### config.mk
export PLATFORM = sky130hd
export DESIGN_NAME = mux_pipe_n
export DESIGN_NICKNAME = d
export VERILOG_FILES = /design/src/rtl/mux_pipe_n.sv
export SDC_FILE = /design/constraint.sdc
export NUM_CORES = 1
export LEC_CHECK = 0
export CAP_MARGIN = 20
export CORE_AREA = 2 2 99 120
export CTS_BUF_LIST = sky130_fd_sc_hd__clkbuf_4 sky130_fd_sc_hd__clkbuf_8
export DETAILED_ROUTE_END_ITERATION = 16
export DIE_AREA = 0 0 101 122
export GPL_TIMING_DRIVEN = 0
export HOLD_SLACK_MARGIN = 0.1
export MAX_ROUTING_LAYER = met4
export PLACE_DENSITY = 0.73
export REMOVE_ABC_BUFFERS = 1
export SYNTH_ARGS = -nofsm -noshare
export SYNTH_HDL_FRONTEND = slang
export SYNTH_SLANG_ARGS = --single-unit
### constraint.sdc
create_clock -name clk -period 4.2 [get_ports clk]
set_clock_uncertainty 0.2 [all_clocks]
set_input_delay 0.84 -clock clk [delete_from_list [all_inputs] [get_ports clk]]
set_output_delay 0.84 -clock clk [all_outputs]
set_load 0.005 [all_outputs]
### src/rtl/mux_pipe_n.sv
// ============================================================================
// Module  : mux_pipe_n
// Brief   : N-way WIDTH-bit select mux feeding a 2-entry (main + skid)
//           valid/ready output buffer with flush and out-of-range select flag.
// Rev     : 1.0  initial release
// ============================================================================
`default_nettype none

module mux_pipe_n #(
  parameter int WIDTH = 32,
  parameter int N     = 4,
  parameter int SELW  = 2
) (
  input  logic                 clk,
  input  logic                 rst,
  input  logic [N*WIDTH-1:0]   in_data_i,
  input  logic [SELW-1:0]      in_sel_i,
  input  logic                 in_valid_i,
  output logic                 in_ready_o,
  input  logic                 flush_i,
  output logic [WIDTH-1:0]     out_data_o,
  output logic [SELW-1:0]      out_sel_o,
  output logic                 out_err_o,
  output logic                 out_valid_o,
  input  logic                 out_ready_i
);

  // Buffered beat layout: {err, sel, data}
  localparam int            c_BW = WIDTH + SELW + 1;
  localparam logic [SELW:0] c_N  = (SELW + 1)'(N);

  typedef enum logic [1:0] {
    S_EMPTY = 2'd0,
    S_ONE   = 2'd1,
    S_FULL  = 2'd2
  } state_t;

  state_t            state_q, state_d;
  logic [c_BW-1:0]   main_q,  main_d;
  logic [c_BW-1:0]   skid_q,  skid_d;

  logic [WIDTH-1:0]  w_word;
  logic              w_err;
  logic [c_BW-1:0]   w_beat;
  logic              w_accept;
  logic              w_pop;

  // Only the addressed slice is ever routed, so X on idle channels stays out.
  always_comb begin
    w_word = '0;
    for (int k = 0; k < N; k++) begin
      if (in_sel_i == SELW'(k)) begin
        w_word = in_data_i[k*WIDTH +: WIDTH];
      end
    end
  end

  assign w_err  = ({1'b0, in_sel_i} >= c_N);
  assign w_beat = {w_err, in_sel_i, w_word};

  assign in_ready_o  = ~rst & (state_q != S_FULL);
  assign out_valid_o = (state_q != S_EMPTY);
  assign w_accept    = in_valid_i & in_ready_o;
  assign w_pop       = out_valid_o & out_ready_i;

  always_comb begin
    state_d = state_q;
    main_d  = main_q;
    skid_d  = skid_q;
    case (state_q)
      S_EMPTY: begin
        if (w_accept) begin
          main_d  = w_beat;
          state_d = S_ONE;
        end
      end
      S_ONE: begin
        if (w_accept && w_pop) begin
          main_d = w_beat;
        end else if (w_accept) begin
          skid_d  = w_beat;
          state_d = S_FULL;
        end else if (w_pop) begin
          state_d = S_EMPTY;
        end
      end
      S_FULL: begin
        if (w_pop) begin
          main_d  = skid_q;
          state_d = S_ONE;
        end
      end
      default: state_d = S_EMPTY;
    endcase
    // Flush overrides everything; data regs may keep stale contents.
    if (flush_i) begin
      state_d = S_EMPTY;
    end
  end

  always_ff @(posedge clk or posedge rst) begin
    if (rst) begin
      state_q <= S_EMPTY;
      main_q  <= '0;
      skid_q  <= '0;
    end else begin
      state_q <= state_d;
      main_q  <= main_d;
      skid_q  <= skid_d;
    end
  end

  assign out_data_o = main_q[WIDTH-1:0];
  assign out_sel_o  = main_q[WIDTH +: SELW];
  assign out_err_o  = main_q[c_BW-1];

endmodule

`default_nettype wire

==> summary by stage <==
Synthesis
After synthesis, the mean cell area works out to ~10 um^2. The sequential area share after synthesis is between 40% and 50%. The mapped netlist covers about 4400 um^2. The largest area contributor in the synthesized netlist is dfrtp_1.

The number of cells produced by synthesis is 420. dfrtp_1 is the most common cell in the netlist. Of the post-synthesis cell area, the dominant cell type holds between 40% and 50%. Counting flops with a built-in enable in the synthesized netlist gives 0. For this run, asynchronously set or reset flops after synthesis account for between 90% and 100%. The most used flip-flop cell after synthesis is dfrtp_1. By count the netlist is led by dfrtp_1, mux2_2, mux2i_1, inv_1, nor2_1. For this run, the number of Yosys warnings is 0. After synthesis the netlist holds a flip-flop and latch count of 70. The number of unique standard cell types used by synthesis is 24. After synthesis, the cell types taking the most area are dfrtp_1, mux2_2, mux2i_1.

Setup path
The cell class contributing the biggest share of worst-path delay is buffers and inverters. At the worst endpoint, the arrival time is 2.75 ns. The kind of critical path is primary input to primary output. Together, buffers and inverters on the worst path number 3. The data required time at the worst endpoint is ~3.2 ns. The cell with the largest stage delay on the worst path is inv_4. The category of the worst setup path capture point is a primary output. The critical path goes through clkdlybuf4s50_1 -> inv_4 -> and2_1 -> clkdlybuf4s50_1. The worst setup path is launched from a primary input.

The peak fanout along the critical path is 71. The cell repeated most along the worst path is clkdlybuf4s50_1. The stage delay of the slowest cell on the critical path is 0.65 ns.

Drt
The residual antenna-violating net count after detailed routing is 0. Dividing the detail-routed via count by the number of cells gives 5.38. The first TritonRoute pass finished after 4 iterations.

The violation count after the first detailed-route iteration is 98. Summed over all layers, the routed wires come to 11000 um. The vias after detailed routing is 3799. In the routed design, unresolved DRC markers number 0. The routed length per instance is around 16 um.

Clock tree
The quantity of hold-fixing buffers added after cts is 0. The number of sinks driven by the clock tree is 70. Counting along the longest clock path gives a buffer depth of 2. The post-CTS setup buffer count is 0. The TritonCTS clock tree is built. After clock tree synthesis, the clock-pin slew on the worst setup and hold paths is 0.07 ns. The latest clock arrival within the worst-skew pair is 0.35 ns. Clock tree synthesis selected as its root buffer the cell clkbuf_8. The deepest level of the CTS H-tree is 3.

The number of gates resized after CTS was 0. The number of buffers created by CTS is 9.

STA
The total setup violations reported at the end of the flow is 0. The number of max-slew violations in the final report is 0. Dividing the final minimum period by the clock period gives 90.3%. For the pin with the worst max-slew slack, the measured transition is ~0.93 ns. Setup repair after global routing left no endpoint under its margin. The final hold violation count is 0. Measured against its own limit, the worst slew margin works out to 37.8%.

Setup slack closes at 0.407 ns. The maximum clock rate is ~260 MHz. After layout, the minimum clock period comes to 3.79 ns.

Pwr
The worst vdd rail ir drop is 0.000174 V. The total power consumption of the routed design is 0.00219 W. The analysis attributes to cell leakage a power of 2.83 nW.

The power density of the placed cells is 350 nW/um^2.

Finish
From synthesis to final layout, the design area changed by 43.9%. The count of inserted antenna diode cells is 0. After the last flow step, the layout net total stands at 702. Cells fill 55.4% of the core in the end. Once layout is complete, the cells apart from fillers number 706.

The fraction of layout cells with a size suffix above 1 is 16.6%.

Outcome
The flow ran to the end, and the final reports show no timing, DRC or antenna violations.

Place
Input and output buffers added on the ports amount to 170. The post-place setup slack is 0.353 ns. At the end of routability-driven placement, the weighted congestion stood at 0.740. In this run, placement finished with an instance count of 691. Once detailed placement completed, the half-perimeter wirelength came to 7580 um.

Floorplan
After floorplanning, the core was sized to cover 11300 um^2. The initial core utilization is 38.5%. The die is 122 um tall.

The die is 101 um wide. The floorplan row count is 43. The total die area is between 10000 and 15000 um^2. The top-level I/O count is 172.

Global routing
The via count of the first global-routing pass is 3902. The number of antenna violations at the first check in global routing was 0. The total overflow left after global routing is 0.

The global-route wire length before repair is 17800 um. Entering global routing, the biggest net connects 100 pins. The global routing usage summed across all routing layers is 18.3%.

Min path
The worst hold-check path type is flip-flop to flip-flop.

Flow run
The number of violations of the max-capacitance limit is 0.
[layout make-up]
type | instances | area, um^2
Sequential cell | 70 | 1750
Clock buffer | 15 | 194
Inverter | 34 | 130
Timing Repair Buffer | 172 | 1740
Fill cell | 1000 | 5030
Tap cell | 135 | 169
Multi-Input combinational cell | 280 | 2270
[per-layer routing]
metal  track usage [%]  vias up  wire length, um  part of all wire (%)
li1                  -     1805                -                     -
met1              20.5     1851             4360                    40
met2              31.8      127             5720                    52
met3              3.44       16              687                   6.3
met4              7.94        0              223                   2.0
met5                 -        -                0                     0
[worst paths after layout]
kind	cells after the start	from	to	slack (ns)
max	4	rst	in_ready_o	0.41
min	1	skid_q[32]	skid_q[32]	0.30
max reg2reg	5	state_q[0]	main_q[20]	1.56
min reg2reg	1	skid_q[32]	skid_q[32]	0.30
max in group asynchronous	2	rst	skid_q[31]	2.34
min in group asynchronous	2	rst	state_q[0]	0.88
[power by group]
group	internal [W]	total [W]	switching, W
logic	0.000449	0.000703	0.000254
clock network	0.000290	0.000533	0.000243
registers	0.000861	0.000959	0.0000978
total	0.00160	0.00219	0.000595
[cell families (layout without fill, tap and decap cells)]
group,after synthesis,after routing,synth area share (%)
multiplexers,135,135,33.1
AND/OR/NAND/NOR,76,76,7.99
flip-flops,70,70,40.2
buffers and inverters,70,221,7.82
AO/OA/AOI/OAI,68,68,10.8
other,1,1,0.0861
[worst register-to-register path, cell delays in order, from the launching register on]
cell,delay [ns]
dfrtp_1,0.42
nand2b_2,0.53
buf_12,0.35
nand2b_2,0.60
o221ai_1,0.27
mux2i_1,0.20
[metrics by stage]
step | instance area, um^2 | hold slack (ns) | TNS [ns]
floorplan | 4140 | 0.260 | 0
global placement | 6010 | 0.269 | -66.14
detailed placement | 6070 | 0.294 | 0
CTS | 6260 | 0.311 | 0
global route | 6260 | 0.324 | 0
finish | 6260 | 0.304 | 0
[layout by cell type (no fill, tap or decap), types with 2 or more instances in the layout]
cell,count
dfrtp_1,70
mux2i_1,64
inv_1,33
nor2_1,34
buf_4,2
a21oi_1,33
nand2_1,2
o221ai_1,32
nand3_1,32
nand2b_2,2
mux2_2,69
clkdlybuf4s50_1,168
mux2_1,2
clkbuf_8,13
clkbuf_4,2
[registers in the layout, summed over array words and instances (netlist names)]
| name | flops |
|---|---|
| main_q | 34 |
| skid_q | 34 |
| state_q | 2 |
No activity file was read; power rests on OpenSTA's default activity.
